**src/rtl/instr_fetch.sv**
```systemverilog
// Instruction fetch stage: PC register, ROM address generation and a small fetch queue to decode.
// Optional macro FETCH_MISALIGN_TRAP_EN: misaligned redirect targets halt fetch and raise fetch_misalign.
module instr_fetch #(
  parameter logic [31:0] RESET_PC = 32'h0000_0000,
  parameter int          FQ_DEPTH = 2
) (
  input  logic        clk,
  input  logic        reset_n,
  output logic [31:0] instr_rAddr,
  input  logic [31:0] instr_code,
  input  logic        redirect_valid,
  input  logic [31:0] redirect_pc,
  output logic        fd_valid,
  input  logic        fd_ready,
  output logic [31:0] fd_instr,
  output logic [31:0] fd_pc,
  output logic [31:0] fd_pc_plus4
`ifdef FETCH_MISALIGN_TRAP_EN
  ,
  output logic        fetch_misalign
`endif
);

  localparam int              PW      = $clog2(FQ_DEPTH);
  localparam logic [PW:0]     DEPTH_C = FQ_DEPTH[PW:0];
  localparam logic [31:0]     ALIGN_M = 32'hFFFF_FFFC;

  logic [31:0]   pc, pc_nxt;
  logic [PW:0]   count, count_nxt;
  logic [PW-1:0] rd_ptr, rd_nxt, wr_ptr, wr_nxt;
  logic [31:0]   q_pc    [FQ_DEPTH];
  logic [31:0]   q_instr [FQ_DEPTH];
  logic [31:0]   redirect_target;
  logic          halted, push, pop;

  // fd handshake: the head transfers on any cycle where fd_valid && fd_ready;
  // fd_* hold while fd_valid && !fd_ready unless a redirect flushes the queue.
  assign instr_rAddr = pc;
  assign fd_valid    = (count != '0);
  assign fd_instr    = q_instr[rd_ptr];
  assign fd_pc       = q_pc[rd_ptr];
  assign fd_pc_plus4 = fd_pc + 32'd4;

  assign pop  = fd_valid && fd_ready;
  assign push = !redirect_valid && !halted && ((count < DEPTH_C) || pop);

`ifdef FETCH_MISALIGN_TRAP_EN
  logic halted_q;

  always_comb begin
    redirect_target = redirect_pc & ALIGN_M;
    if (redirect_pc[1:0] != 2'b00) redirect_target = redirect_pc;
  end

  // Sticky: once a misaligned target is taken, only reset restarts fetch.
  always_ff @(posedge clk or negedge reset_n) begin
    if (!reset_n) begin
      halted_q <= 1'b0;
    end else if (redirect_valid && (redirect_pc[1:0] != 2'b00)) begin
      halted_q <= 1'b1;
    end
  end

  assign halted         = halted_q;
  assign fetch_misalign = halted_q;
`else
  always_comb begin
    redirect_target = redirect_pc & ALIGN_M;
  end

  assign halted = 1'b0;
`endif

  // A redirect wins over a simultaneous pop; the popped head is simply dropped with the flush.
  always_comb begin
    pc_nxt    = pc;
    count_nxt = count;
    rd_nxt    = rd_ptr;
    wr_nxt    = wr_ptr;
    if (redirect_valid) begin
      pc_nxt    = redirect_target;
      count_nxt = '0;
      rd_nxt    = '0;
      wr_nxt    = '0;
    end else begin
      if (push) begin
        pc_nxt = pc + 32'd4;
        wr_nxt = wr_ptr + 1'b1;
      end
      if (pop) begin
        rd_nxt = rd_ptr + 1'b1;
      end
      if (push && !pop) begin
        count_nxt = count + 1'b1;
      end else if (pop && !push) begin
        count_nxt = count - 1'b1;
      end
    end
  end

  always_ff @(posedge clk or negedge reset_n) begin
    if (!reset_n) begin
      pc     <= RESET_PC;
      count  <= '0;
      rd_ptr <= '0;
      wr_ptr <= '0;
    end else begin
      pc     <= pc_nxt;
      count  <= count_nxt;
      rd_ptr <= rd_nxt;
      wr_ptr <= wr_nxt;
    end
  end

  // Storage is cleared on reset so the head outputs read 0 / 0 / 4 while in reset.
  always_ff @(posedge clk or negedge reset_n) begin
    if (!reset_n) begin
      for (int i = 0; i < FQ_DEPTH; i++) begin
        q_pc[i]    <= '0;
        q_instr[i] <= '0;
      end
    end else if (push) begin
      q_pc[wr_ptr]    <= pc;
      q_instr[wr_ptr] <= instr_code;
    end
  end

endmodule

```
**config.mk**
```make
export PLATFORM = sky130hd
export DESIGN_NAME = instr_fetch
export DESIGN_NICKNAME = d
export VERILOG_FILES = /design/src/rtl/instr_fetch.sv
export SDC_FILE = /design/constraint.sdc
export NUM_CORES = 1
export LEC_CHECK = 0
export CORE_MARGIN = 2
export CORE_UTILIZATION = 54
export DETAILED_ROUTE_END_ITERATION = 6
export GPL_ROUTABILITY_DRIVEN = 0
export GPL_TIMING_DRIVEN = 0
export PLACE_DENSITY = 0.86
export SKIP_CTS_REPAIR_TIMING = 1
export SYNTH_ARGS = -nofsm -noshare
export SYNTH_HDL_FRONTEND = slang
export SYNTH_SLANG_ARGS = --single-unit
```
**constraint.sdc**
```tcl
create_clock -name clk -period 5.46 [get_ports clk]
set_input_delay 1.365 -clock clk [delete_from_list [all_inputs] [get_ports clk]]
set_output_delay 1.365 -clock clk [all_outputs]
set_load 0.02 [all_outputs]
```
# Yosys cells after proc, flatten, opt, wreduce, memory -nomap -nowiden
# Cells that the tools add are included.
# totals
latchBits	0
register_bits	164
in_bits	68
mem_bits_rw	0
n_memories	0
rom_bits	0
# classes
n_shift	0
n_lt_le_gt_ge	4
bitwise_logic	2
div	0
mul	0
add_sub_neg	6
muxes	19
reduce_logical	13
n_eq_ne	0
# op_table
operator	count
$mux 32	9
$bwmux 64	2
$add 32x3->32 const B	2
$demux 32 s1	1
$mux 2	3
$reduce_bool 2->1	3
$logic_and 1x1->1	5
$ge 2x2->1 const B	2
$mux 1	4
$not 1->2	2
$logic_not 1->1	3
$reduce_bool 3->1	1
$add 1x1->1 const B	2
$add 2x1->2 const B	1
$lt 2x1->1 const B	1
$lt 2x2->1 const B	1
$sub 2x1->2 const B	1
$logic_or 1x1->1	1

# Longest topological paths before layout
# Gate-level depths: netlist of run 1.
# depth
depth_word	9
mapped_depth	13
ltp_nobuf	8

# Worst setup path after synthesis of run 1
# OpenSTA, ideal clock, no wires.
# synth_timing
path_kind	reg-to-output
from	reg rd_ptr
to	out fd_pc_plus4[14]
path_buffers	5
path_slack_ps	919
arrival_time_ps	3176
stages_incl_launch_ff	14
t_required_ps	4095
path_cell_list	dfrtp_1 -> buf_6 -> buf_8 -> buf_2 -> buf_1 -> buf_2 -> mux2i_1 -> inv_1 -> ha_1 -> inv_1 -> a211oi_2 -> and2_1 -> a21boi_1 -> xnor2_1
# synth_via
elab_chain_cells	5
# synth_rtl
element	line_no	text
start, declared	30	logic [PW-1:0] rd_ptr, rd_nxt, wr_ptr, wr_nxt;
start signal, assigned	110	rd_ptr <= rd_nxt;
$not 1->2 (implied by the code)	41	assign fd_pc = q_pc[rd_ptr];
$mux 32 (implied by the code) (3 in a row)	41	
named net fd_pc[2]	16	output logic [31:0] fd_pc,
$add 32x3->32	42	assign fd_pc_plus4 = fd_pc + 32'd4;
end, declared	17	output logic [31:0] fd_pc_plus4
# The timed path passes the listed nets, and every way through them passes these cells. The select of a mux whose other input is x is not followed.

# Worst setup path in the final report of run 1
# layout_timing
from	reg rd_ptr
to	out fd_pc_plus4[28]
# layout_via
elab_chain_cells	5
# layout_rtl
element	line_no
$not 1->2 (implied by the code)	41
$mux 32 (implied by the code) (3 in a row)	41
$add 32x3->32	42
# No other way between the ends. The select of a mux whose other input is x is not followed.

==> load_flow_metrics.sql, run 1 <==
INSERT INTO impl_metrics (metric_group, metric, value, unit) VALUES
('routing', 'route.detailed.drc', '0', ''),
('timing', 'maxSlewHeadroom', '50.3', '%'),
('layout', 'antenna_cells', '0', ''),
('global_route', 'grt.overflow.total', '0', ''),
('setup_path', 'worstSetupPathType', 'flop to output port', ''),
('yosys', 'synth_sequential_area_ratio', '49.7', '%'),
('yosys', 'post_synthesis_instance_total', '663', ''),
('placed_design', 'placedCellCount', '1041', ''),
('routing', 'detailroute.wirelength.met2', '10800', 'µm'),
('worst_hold_path', 'hold_class', 'flop to flop', ''),
('yosys', 'prevailing_post_synth_register_cell', 'dfrtp_1', ''),
('die', 'die_y', '125', 'µm'),
('pwr', 'p_clk_share', '27.3', '%'),
('layout', 'layout.cells.non_filler', '1070', ''),
('routing', 'totalWireLength', '21100', 'µm'),
('yosys', 'synth_warnings', '0', ''),
('routing', 'via_per_inst', '5.61', ''),
('pwr', 'power_switching', '1.45', 'mW'),
('global_route', 'grt_pass1_wl', '34000', 'µm'),
('clock_network', 'clock_sinks', '158', ''),
('yosys', 'postSynthRegisterBits', '158', ''),
('run_status', 'outcome', 'complete, no violations', ''),
('clock_network', 'htree_num_levels', '4', ''),
('die', 'die_width', '125', 'µm'),
('setup_path', 'path_max_fanout', '37', ''),
('timing', 'whs', '0.504', 'ns'),
('yosys', 'netlist_area', '7960', 'µm²'),
('pwr', 'p_seq_share', '37.4', '%'),
('routing', 'drt-wirelength-per-cell', '19.8', 'µm'),
('setup_path', 'cp-end-kind', 'output port', ''),
('yosys', 'postSynthAreaPerCell', '12.0', 'µm²'),
('routing', 'drt-pass1-iter-count', '5', ''),
('run', 'cap_viol_max_count', '0', ''),
('layout', 'synthToLayoutAreaGrowth', '34.5', '%'),
('timing', 'min_period', '4.98', 'ns'),
('timing', 'clock-skew-final', '0.00860', 'ns'),
('layout', 'fraction_of_layout_cells_with_a_size_suffix_above_1', '27.9', '%'),
('timing', 'fin_crit_sh', '91.2', '%'),
('pwr', 'comb_power_share', '35.2', '%'),
('pwr', 'p_sw_share', '33.0', '%'),
('pwr', 'p_total', '4.39', 'mW'),
('setup_path', 'register_to_register_setup_slack', '3.14', 'ns'),
('setup_path', 'timing.reg2reg.worst_path_depth', '7', ''),
('clock_network', 'cts_root_buf', 'clkbuf_16', ''),
('setup_path', 'data_arrival_time_of_the_worst_path', '3.62', 'ns'),
('yosys', 'synth_enable_flop_cells', '0', ''),
('pwr', 'ir_drop', '270', 'µV'),
('global_route', 'grt_pass1_vias', '6447', ''),
('timing', 'rsz_0062_raised_after_global_routing', 'false', ''),
('placed_design', 'place.port_buffers', '188', ''),
('die', 'die_area', '15700', 'µm²'),
('clock_network', 'clock_edge_transition_at_the_registers_on_the_reported_setup_and_hold_paths', '0.06', 'ns'),
('yosys', 'synthDistinctLibCells', '47', ''),
('yosys', 'synthArstFlopShare', '100', '%'),
('clock_network', 'worst_skew_pair.late_latency', '0.42', 'ns'),
('layout', 'finish.instance_area', '10700', 'µm²'),
('worst_hold_path', 'min_delay_worst_endpoint', 'q_instr[47]', ''),
('layout', 'final_core_utilization', '74.0', '%'),
('layout', 'nNetsFinal', '943', ''),
('routing', 'postRouteAntennaNets', '0', ''),
('setup_path', 'critPathRequiredTime', '4.09', 'ns'),
('die', 'design.core.area', '14500', 'µm²'),
('routing', 'met3_wirelength', '1160', 'µm'),
('global_route', 'number_of_antenna_violations_at_the_first_check_in_global_routing', '0', ''),
('timing', 'hold_viol_final', '0', ''),
('routing', 'via_count', '6001', ''),
('pwr', 'power_density', '410', 'nW/µm²'),
('die', 'io_pins', '197', ''),
('timing', 'max_freq', '201', 'MHz'),
('worst_hold_path', 'hold_path_depth', '1', ''),
('pwr', 'static-leakage-power', '4.45', 'nW');
==> critical path, cell delays in order (launching register included) <==
cell,delay (ns)
dfrtp_1,0.34
buf_6,0.13
buf_8,0.30
mux2i_1,0.16
inv_1,0.11
ha_1,0.21
inv_1,0.06
a211oi_2,0.32
nand3_2,0.30
nor3_1,0.31
xor2_1,0.24
clkdlybuf4s50_1,0.71
==> cells in the final DEF, fill, tap and decap left out, types with 2 or more instances in the layout <==
cell / n
clkbuf_1: 9
nor3_2: 2
nand4b_1: 3
buf_2: 20
clkinvlp_4: 2
xnor2_1: 21
a22oi_2: 2
dfrtp_1: 158
and3_1: 5
mux2i_1: 14
and2_1: 2
bufinv_16: 2
a31oi_1: 3
o21ai_0: 34
clkbuf_16: 17
buf_4: 7
clkbuf_8: 2
inv_6: 7
nand4_1: 17
ha_1: 2
mux2_2: 170
a21oi_1: 5
nor2_1: 18
nand2_1: 56
inv_1: 20
nor3_1: 10
conb_1: 6
buf_6: 2
clkdlybuf4s50_1: 187
nand3b_1: 3
nand4b_4: 2
xor2_1: 36
nand3_1: 20
==> state kept, by name (all words and copies together), names as in the netlist <==
| register | flops |
|---|---|
| q_pc | 60 |
| wr_ptr | 1 |
| count | 2 |
| instr_rAddr | 30 |
| rd_ptr | 1 |
| q_instr | 64 |
==> cell type report <==
type / count / area [µm²]
tap: 184 / 230
inverter: 20 / 75.1
clock inverter: 13 / 150
sequential: 158 / 3950
fill: 960 / 3770
timing repair buffer: 189 / 1910
multi-input combinational: 449 / 3730
clock buffer: 19 / 453
buffer: 38 / 213
==> routing by layer <==
metal	vias to the layer above	GRT usage, %
li1	2721	-
met1	3029	34.5
met2	213	46.4
met3	38	5.78
met4	0	11.2
met5	-	0
==> power groups by stage <==
| stage | Combinational, mW | Sequential (mW) | Clock, mW |
|---|---|---|---|
| floorplan | 0.888 | 1.61 | 0 |
| CTS | 1.56 | 1.63 | 1.21 |
| finish | 1.55 | 1.64 | 1.20 |
| global route | 1.64 | 1.67 | 1.26 |
| global placement | 1.51 | 1.62 | 0 |
| detailed placement | 1.55 | 1.65 | 0 |
==> worst max-delay path by stage <==
stage,start,cells past startpoint,end
6_report,rd_ptr,11,fd_pc_plus4[28]
5_1_grt,rd_ptr,9,fd_pc_plus4[28]
4_1_cts,rd_ptr,14,fd_pc_plus4[28]
3_5_place_dp,rd_ptr,14,fd_pc_plus4[28]
3_3_place_gp,reset_n,1,q_instr[0]
2_1_floorplan,rd_ptr,13,fd_pc_plus4[14]
==> Yosys cell counts (2+ instances only) <==
| master | count | share of area (%) |
|---|---|---|
| mux2_2 | 170 | 24 |
| dfrtp_1 | 158 | 50 |
| nand2_1 | 56 | 2.6 |
| xor2_1 | 36 | 4.0 |
| o21ai_0 | 34 | 2.1 |
| buf_2 | 22 | 1.4 |
| xnor2_1 | 21 | 2.3 |
| inv_1 | 20 | 0.94 |
| nand3_1 | 20 | 1.3 |
| nor2_1 | 18 | 0.85 |
| nand4_1 | 17 | 1.3 |
| mux2i_1 | 14 | 1.8 |
| nor3_1 | 10 | 0.63 |
| clkbuf_1 | 9 | 0.42 |
| buf_4 | 7 | 0.66 |
| a21oi_1 | 5 | 0.31 |
| and3_1 | 5 | 0.39 |
| a31oi_1 | 3 | 0.24 |
| nand3b_1 | 3 | 0.28 |
| nand4b_1 | 3 | 0.33 |
| a22oi_2 | 2 | 0.31 |
| and2_1 | 2 | 0.16 |
| ha_1 | 2 | 0.31 |
| nand4b_4 | 2 | 0.60 |
| nor3_2 | 2 | 0.25 |
==> through the flow <==
stage / setup slack, ns / setup TNS [ns]
2_1_floorplan: 0.919 / 0
3_3_place_gp: -2.89 / -454.28
3_5_place_dp: 0.0249 / 0
4_1_cts: -0.579 / -3.71
5_1_grt: 0.275 / 0
6_report: 0.480 / 0
==> cell families after synthesis <==
group / count (synthesis) / share of synthesized area, %
AO/OA/AOI/OAI: 51 / 4.01
buffers and inverters: 61 / 3.79
other: 1 / 0.0471
multiplexers: 184 / 25.8
adder cells (fa/ha/maj): 2 / 0.314
flip-flops: 158 / 49.7
XOR/XNOR: 57 / 6.27
AND/OR/NAND/NOR: 149 / 10.1
Note: power is estimated with default switching activity, not from simulation.
==> run 2, diff against run 1 <==
CORE_UTILIZATION = 50   (was 54)
PLACE_DENSITY = 0.91   (was 0.86)
==> load_flow_metrics.sql, run 2 (synthesis results as in run 1) <==
INSERT INTO impl_metrics (metric_group, metric, value, unit) VALUES
('run_status', 'outcome', 'complete, no violations', ''),
('setup_path', 'data_arrival_time_of_the_worst_path', '3.57', 'ns'),
('clock_network', 'cts_max_path_buffers', '2', ''),
('clock_network', 'clock_edge_transition_at_the_registers_on_the_reported_setup_and_hold_paths', '0.06', 'ns'),
('setup_path', 'critPathSlowestCell', 'clkdlybuf4s50_1', ''),
('timing', 'clock-skew-final', '0.00601', 'ns'),
('setup_path', 'critPathRequiredTime', '4.09', 'ns'),
('layout', 'layout_commonest_cell', 'clkdlybuf4s50_1', ''),
('timing', 'fin_crit_sh', '90.4', '%'),
('die', 'placementRows', '46', ''),
('pwr', 'p_total', '4.37', 'mW'),
('clock_network', 'cts_tree', 'built', ''),
('placed_design', 'place.port_buffers', '188', ''),
('clock_network', 'worst_skew_pair.late_latency', '0.42', 'ns'),
('run', 'cap_viol_max_count', '0', ''),
('die', 'die_width', '130', 'µm'),
('routing', 'drt-wirelength-per-cell', '18.7', 'µm'),
('setup_path', 'path_max_fanout', '37', ''),
('timing', 'max_slew.worst_pin.slew', '0.710', 'ns'),
('layout', 'fraction_of_layout_cells_with_a_size_suffix_above_1', '27.7', '%'),
('layout', 'largest_register_ff_count', '64', ''),
('layout', 'nNetsFinal', '943', ''),
('timing', 'maxSlewHeadroom', '52.3', '%'),
('die', 'start_util', '50.7', '%'),
('routing', 'route.detailed.drc', '0', ''),
('timing', 'drv_slew', '0', ''),
('layout', 'final_core_utilization', '68.3', '%'),
('setup_path', 'worst_r2r_startpoint', 'count[1]', ''),
('timing', 'finalSetupViolations', '0', ''),
('routing', 'totalWireLength', '20500', 'µm'),
('setup_path', 'setup.worst_path.start_class', 'flop', ''),
('pwr', 'ir_drop', '261', 'µV'),
('global_route', 'grt.overflow.total', '0', ''),
('global_route', 'grt_pass1_vias', '6163', ''),
('setup_path', 'timing.critical_path.slowest_cell_delay', '0.62', 'ns'),
('clock_network', 'clock_sinks', '158', ''),
('global_route', 'grt_pass1_wl', '32300', 'µm'),
('setup_path', 'worst-path-buf-inv', '5', ''),
('timing', 'rsz_0062_raised_after_global_routing', 'false', ''),
('global_route', 'grt.total_usage', '25.1', '%'),
('layout', 'layout_common_cells', 'clkdlybuf4s50_1, mux2_2, dfrtp_1, nand2_1, xor2_1', ''),
('die', 'design.core.area', '15700', 'µm²'),
('setup_path', 'cp-end-kind', 'output port', ''),
('timing', 'setup_ws', '0.524', 'ns'),
('layout', 'most_flop_heavy_register', 'q_instr', ''),
('setup_path', 'worstPathCellList', 'buf_6 > buf_8 > mux2i_1 > inv_1 > ha_1 > inv_1 > a211oi_2 > nand3_2 > nor3_1 > xor2_1 > clkdlybuf4s50_1', ''),
('worst_hold_path', 'worstHoldStart', 'q_instr[22]', ''),
('routing', 'via_count', '5954', ''),
('clock_network', 'cts_buffers', '17', ''),
('clock_network', 'htree_num_levels', '4', ''),
('setup_path', 'startpoint', 'rd_ptr', ''),
('die', 'die_area', '17000', 'µm²'),
('placed_design', 'pre_cts_ws', '-0.115', 'ns'),
('timing', 'timing.setup.tns', '0', 'ns'),
('clock_network', 'cts_root_buf', 'clkbuf_16', ''),
('layout', 'num-fill-cells', '1146', ''),
('placed_design', 'hpwlAfterDp', '14800', 'µm'),
('die', 'die_y', '130', 'µm'),
('timing', 'min_period', '4.94', 'ns'),
('global_route', 'grt_max_degree', '94', ''),
('routing', 'postRouteAntennaNets', '0', ''),
('routing', 'drt_initial_violations', '334', ''),
('layout', 'synthToLayoutAreaGrowth', '34.8', '%'),
('pwr', 'power_density', '407', 'nW/µm²'),
('timing', 'max_freq', '203', 'MHz'),
('layout', 'antenna_cells', '0', ''),
('worst_hold_path', 'hold_class', 'flop to flop', ''),
('pwr', 'static-leakage-power', '4.44', 'nW'),
('setup_path', 'kind_of_cell_adding_the_most_delay_to_the_critical_path', 'buffers and inverters', ''),
('setup_path', 'critPathMostFrequentCell', 'inv_1', ''),
('routing', 'via_per_inst', '5.41', ''),
('die', 'io_pins', '197', ''),
('setup_path', 'worstSetupPathType', 'flop to output port', ''),
('global_route', 'number_of_antenna_violations_at_the_first_check_in_global_routing', '0', ''),
('timing', 'hold_viol_final', '0', ''),
('routing', 'drt-pass1-iter-count', '4', '');
==> run 2: cell types whose count changed in the layout (fill, tap and decap cells not counted), sizes merged <==
cell	before	now
clkbuf	28	27
bufinv	2	3
clkinv	2	6
inv	27	20
clkinvlp	2	3
==> run 2: through the flow <==
step                      cells  instance area, µm²  hold slack (ns)
after floorplan             668                7980            0.475
after global placement     1072               10100            0.482
after detailed placement   1073               10200            0.491
after CTS                  1103               10700            0.507
after global routing       1100               10700            0.517
final                      1100               10700            0.503
==> run 2: final cells by class <==
class | count | area, µm² | area share, %
buffer | 38 | 213 | 1.98
clock buffer | 18 | 439 | 4.09
clock inverter | 12 | 146 | 1.36
inverter | 20 | 75.1 | 0.699
multi-input combinational | 449 | 3730 | 34.7
sequential | 158 | 3950 | 36.8
tap | 216 | 270 | 2.52
timing repair buffer | 189 | 1910 | 17.8
==> run 2: path summary, 6_finish.rpt <==
kind | end | slack (ns) | depth (start not counted)
max | fd_pc_plus4[28] | 0.52 | 11
min | q_instr[22] | 0.50 | 1
max reg2reg | instr_rAddr[29] | 3.02 | 7
min reg2reg | q_instr[22] | 0.50 | 1
max in group asynchronous | q_instr[0] | 3.67 | 2
min in group asynchronous | instr_rAddr[13] | 0.92 | 1
==> run 2: worst reg2reg max path: stages (launching register included) <==
cell and delay [ns]:
dfrtp_1 0.40, nor2b_1 0.13, buf_2 0.19, nor3_1 0.49, clkbuf_1 0.57, nand4_1 0.21, xor2_1 0.18, o21ai_0 0.18
==> run 2: where the power goes <==
part,internal (mW),leakage (nW),switching (mW),total (mW)
registers,1.43,1.90,0.208,1.64
clock network,0.721,0.283,0.468,1.19
logic,0.803,2.26,0.738,1.54
total,2.96,4.44,1.41,4.37
==> run 2: per-layer routing <==
metal | global-route usage [%] | wire, µm
met5 | 0 | 0
met4 | 9.17 | 308
met3 | 6.36 | 1370
met2 | 41.7 | 10600
met1 | 31.9 | 8220
==> run 3, diff against run 2 <==
ABC_AREA = 1   (was not set)
CORE_MARGIN = 1   (was 2)
PLACE_DENSITY = 0.89   (was 0.91)
==> load_flow_metrics.sql, run 3 <==
INSERT INTO impl_metrics (metric_group, metric, value, unit) VALUES
('pwr', 'p_seq_share', '36.6', '%'),
('layout', 'fraction_of_layout_cells_with_a_size_suffix_above_1', '8.37', '%'),
('routing', 'via_count', '9820', ''),
('run', 'cap_viol_max_count', '0', ''),
('yosys', 'yosysTopAreaCell', 'dfrtp_1', ''),
('setup_path', 'worst_setup_path_endpoint', 'fd_pc_plus4[24]', ''),
('yosys', 'prevailing_post_synth_register_cell', 'dfrtp_1', ''),
('setup_path', 'timing.reg2reg.worst_path_depth', '9', ''),
('die', 'start_util', '51.3', '%'),
('layout', 'antenna_cells', '0', ''),
('routing', 'route.detailed.drc', '0', ''),
('run_status', 'outcome', 'complete, no violations', ''),
('routing', 'via_per_inst', '5.47', ''),
('die', 'die_area', '19000', 'µm²'),
('die', 'placementRows', '49', ''),
('layout', 'nNetsFinal', '1623', ''),
('timing', 'max_slew.worst_pin.slew', '0.589', 'ns'),
('timing', 'timing.setup.tns', '0', 'ns'),
('routing', 'drt_initial_violations', '994', ''),
('pwr', 'p_sw_share', '38.5', '%'),
('setup_path', 'cp-end-kind', 'output port', ''),
('yosys', 'synth_enable_flop_cells', '0', ''),
('pwr', 'power_density', '369', 'nW/µm²'),
('timing', 'finalSetupViolations', '0', ''),
('setup_path', 'path_max_fanout', '10', ''),
('yosys', 'synth_warnings', '0', ''),
('setup_path', 'critPathRequiredTime', '4.09', 'ns'),
('yosys', 'post_synthesis_instance_total', '1340', ''),
('yosys', 'synthDistinctLibCells', '36', ''),
('setup_path', 'startpoint', 'rd_ptr', ''),
('setup_path', 'worstSetupPathType', 'flop to output port', ''),
('die', 'die_width', '138', 'µm'),
('global_route', 'grt_pass1_wl', '47000', 'µm'),
('setup_path', 'setup.worst_path.start_class', 'flop', ''),
('pwr', 'p_clk_share', '26.1', '%'),
('routing', 'postRouteAntennaNets', '0', ''),
('setup_path', 'worst_r2r_startpoint', 'count[1]', ''),
('timing', 'whs', '0.485', 'ns'),
('clock_network', 'cts_root_buf', 'clkbuf_16', ''),
('global_route', 'number_of_antenna_violations_at_the_first_check_in_global_routing', '0', ''),
('layout', 'largest_register_ff_count', '64', ''),
('layout', 'synthToLayoutAreaGrowth', '30.2', '%'),
('worst_hold_path', 'hold_class', 'flop to flop', ''),
('timing', 'hold_viol_final', '0', ''),
('pwr', 'power_switching', '1.71', 'mW'),
('clock_network', 'clock_edge_transition_at_the_registers_on_the_reported_setup_and_hold_paths', '0.06', 'ns'),
('routing', 'drt-wirelength-per-cell', '16.0', 'µm'),
('clock_network', 'cts_max_path_buffers', '2', ''),
('yosys', 'postSynthAreaPerCell', '6.90', 'µm²'),
('yosys', 'synthDominantCellAreaShare', '42.7', '%'),
('placed_design', 'hpwlAfterDp', '21200', 'µm'),
('global_route', 'grt_pass1_vias', '9514', ''),
('pwr', 'comb_power_share', '37.4', '%'),
('timing', 'max_freq', '221', 'MHz'),
('die', 'design.core.area', '18000', 'µm²'),
('timing', 'rsz_0062_raised_after_global_routing', 'false', ''),
('pwr', 'static-leakage-power', '5.90', 'nW'),
('layout', 'most_flop_heavy_register', 'q_instr', ''),
('routing', 'drt-pass1-iter-count', '6', ''),
('layout', 'layout.cells.non_filler', '1795', ''),
('yosys', 'netlist_area', '9250', 'µm²'),
('setup_path', 'data_arrival_time_of_the_worst_path', '3.16', 'ns'),
('placed_design', 'placedCellCount', '1763', ''),
('timing', 'maxSlewHeadroom', '60.3', '%'),
('clock_network', 'cts_tree', 'built', ''),
('setup_path', 'worst_r2r_endpoint', 'q_instr[14]', ''),
('global_route', 'grt.total_usage', '30.6', '%'),
('global_route', 'grt.overflow.total', '0', ''),
('clock_network', 'cts_buffers', '17', ''),
('yosys', 'synth.area.top_cells', 'dfrtp_1, nand2_1, inv_1', ''),
('routing', 'totalWireLength', '28700', 'µm'),
('yosys', 'synth.cells.most_frequent', 'nand2_1, dfrtp_1, inv_1, o21ai_1, nor2_1', ''),
('timing', 'fin_crit_sh', '82.9', '%'),
('yosys', 'synth_most_common_cell', 'nand2_1', ''),
('layout', 'layout_commonest_cell', 'nand2_1', ''),
('yosys', 'synth_sequential_area_ratio', '42.7', '%'),
('layout', 'layout_common_cells', 'nand2_1, clkdlybuf4s50_1, dfrtp_1, inv_1, o21ai_1', ''),
('global_route', 'grt_max_degree', '108', ''),
('placed_design', 'place.port_buffers', '188', ''),
('timing', 'clock-skew-final', '0.0102', 'ns'),
('die', 'io_pins', '197', ''),
('clock_network', 'htree_num_levels', '4', ''),
('clock_network', 'clock_sinks', '158', ''),
('pwr', 'power.internal', '2.73', 'mW'),
('layout', 'num-fill-cells', '1463', ''),
('pwr', 'ir_drop', '236', 'µV'),
('yosys', 'synthArstFlopShare', '100', '%'),
('clock_network', 'worst_skew_pair.late_latency', '0.43', 'ns'),
('timing', 'min_period', '4.53', 'ns'),
('timing', 'drv_slew', '0', ''),
('yosys', 'postSynthRegisterBits', '158', ''),
('setup_path', 'register_to_register_setup_slack', '3.45', 'ns'),
('die', 'die_y', '138', 'µm');
## run 3: routing by layer
| layer | GRT usage (%) | part of all wire (%) | routed length, µm | vias up |
|---|---|---|---|---|
| met5 | 0 | 0 | 0 | - |
| met4 | 15.7 | 4.4 | 1270 | 0 |
| met3 | 6.13 | 9.1 | 2620 | 124 |
| met1 | 38.8 | 39 | 11200 | 4569 |
| li1 | - | - | - | 4558 |
| met2 | 49.8 | 48 | 13700 | 569 |
## run 3: kinds of logic (layout without fill, tap and decap cells)
group                    after synthesis  in the layout  synth area share (%)
adder cells (fa/ha/maj)                2              2                 0.271
XOR/XNOR                              17             17                  1.61
AO/OA/AOI/OAI                        169            169                  9.74
buffers and inverters                205            426                  10.7
other                                  1              6                0.0405
flip-flops                           158            158                  42.7
AND/OR/NAND/NOR                      788            788                  34.9
## run 3: layout make-up
type	count	area [µm²]	share of cell area [%]
buffer	58	427	3.54
sequential	158	3950	32.8
tap	229	287	2.38
inverter	147	562	4.67
timing repair buffer	189	1910	15.9
multi-input combinational	982	4330	35.9
clock inverter	15	149	1.24
clock buffer	17	425	3.53
## run 3: power by group through the flow
stage / Sequential (mW) / Combinational [mW] / Clock [mW]
2_1_floorplan: 1.61 / 0.928 / 0
3_3_place_gp: 1.61 / 1.58 / 0
4_1_cts: 1.61 / 1.65 / 1.16
5_1_grt: 1.65 / 1.80 / 1.21
6_report: 1.62 / 1.66 / 1.16
3_5_place_dp: 1.63 / 1.63 / 0
## run 3: per-stage QoR
stage	power, mW	utilization [%]	instance area [µm²]	worst slack [ns]
6_report	4.44	66.8	12000	0.931
5_1_grt	4.66	66.8	12000	0.773
4_1_cts	4.43	66.8	12000	0.960
3_5_place_dp	3.26	63.6	11500	1.42
3_3_place_gp	3.20	63.4	11400	-3.05
2_1_floorplan	2.53	-	9270	2.03
## run 3: how the worst min path moves through the flow
stage | end | from | slack, ns | cells past startpoint
after global routing | q_pc[28] | q_pc[28] | 0.51 | 2
after detailed placement | q_pc[63] | q_pc[63] | 0.47 | 2
after floorplan | q_pc[63] | q_pc[63] | 0.45 | 2
final | q_pc[63] | q_pc[63] | 0.48 | 2
after CTS | q_pc[63] | q_pc[63] | 0.49 | 2
after global placement | q_pc[63] | q_pc[63] | 0.46 | 2
## run 3: critical path, stage by stage, from the launching register on
cell             delay, ns
dfrtp_1               0.35
buf_6                 0.19
inv_8                 0.07
buf_6                 0.15
o21ai_2               0.28
ha_1                  0.29
nand3_1               0.20
nor2_1                0.36
nand4_1               0.14
nand2_1               0.10
clkdlybuf4s50_1       0.60
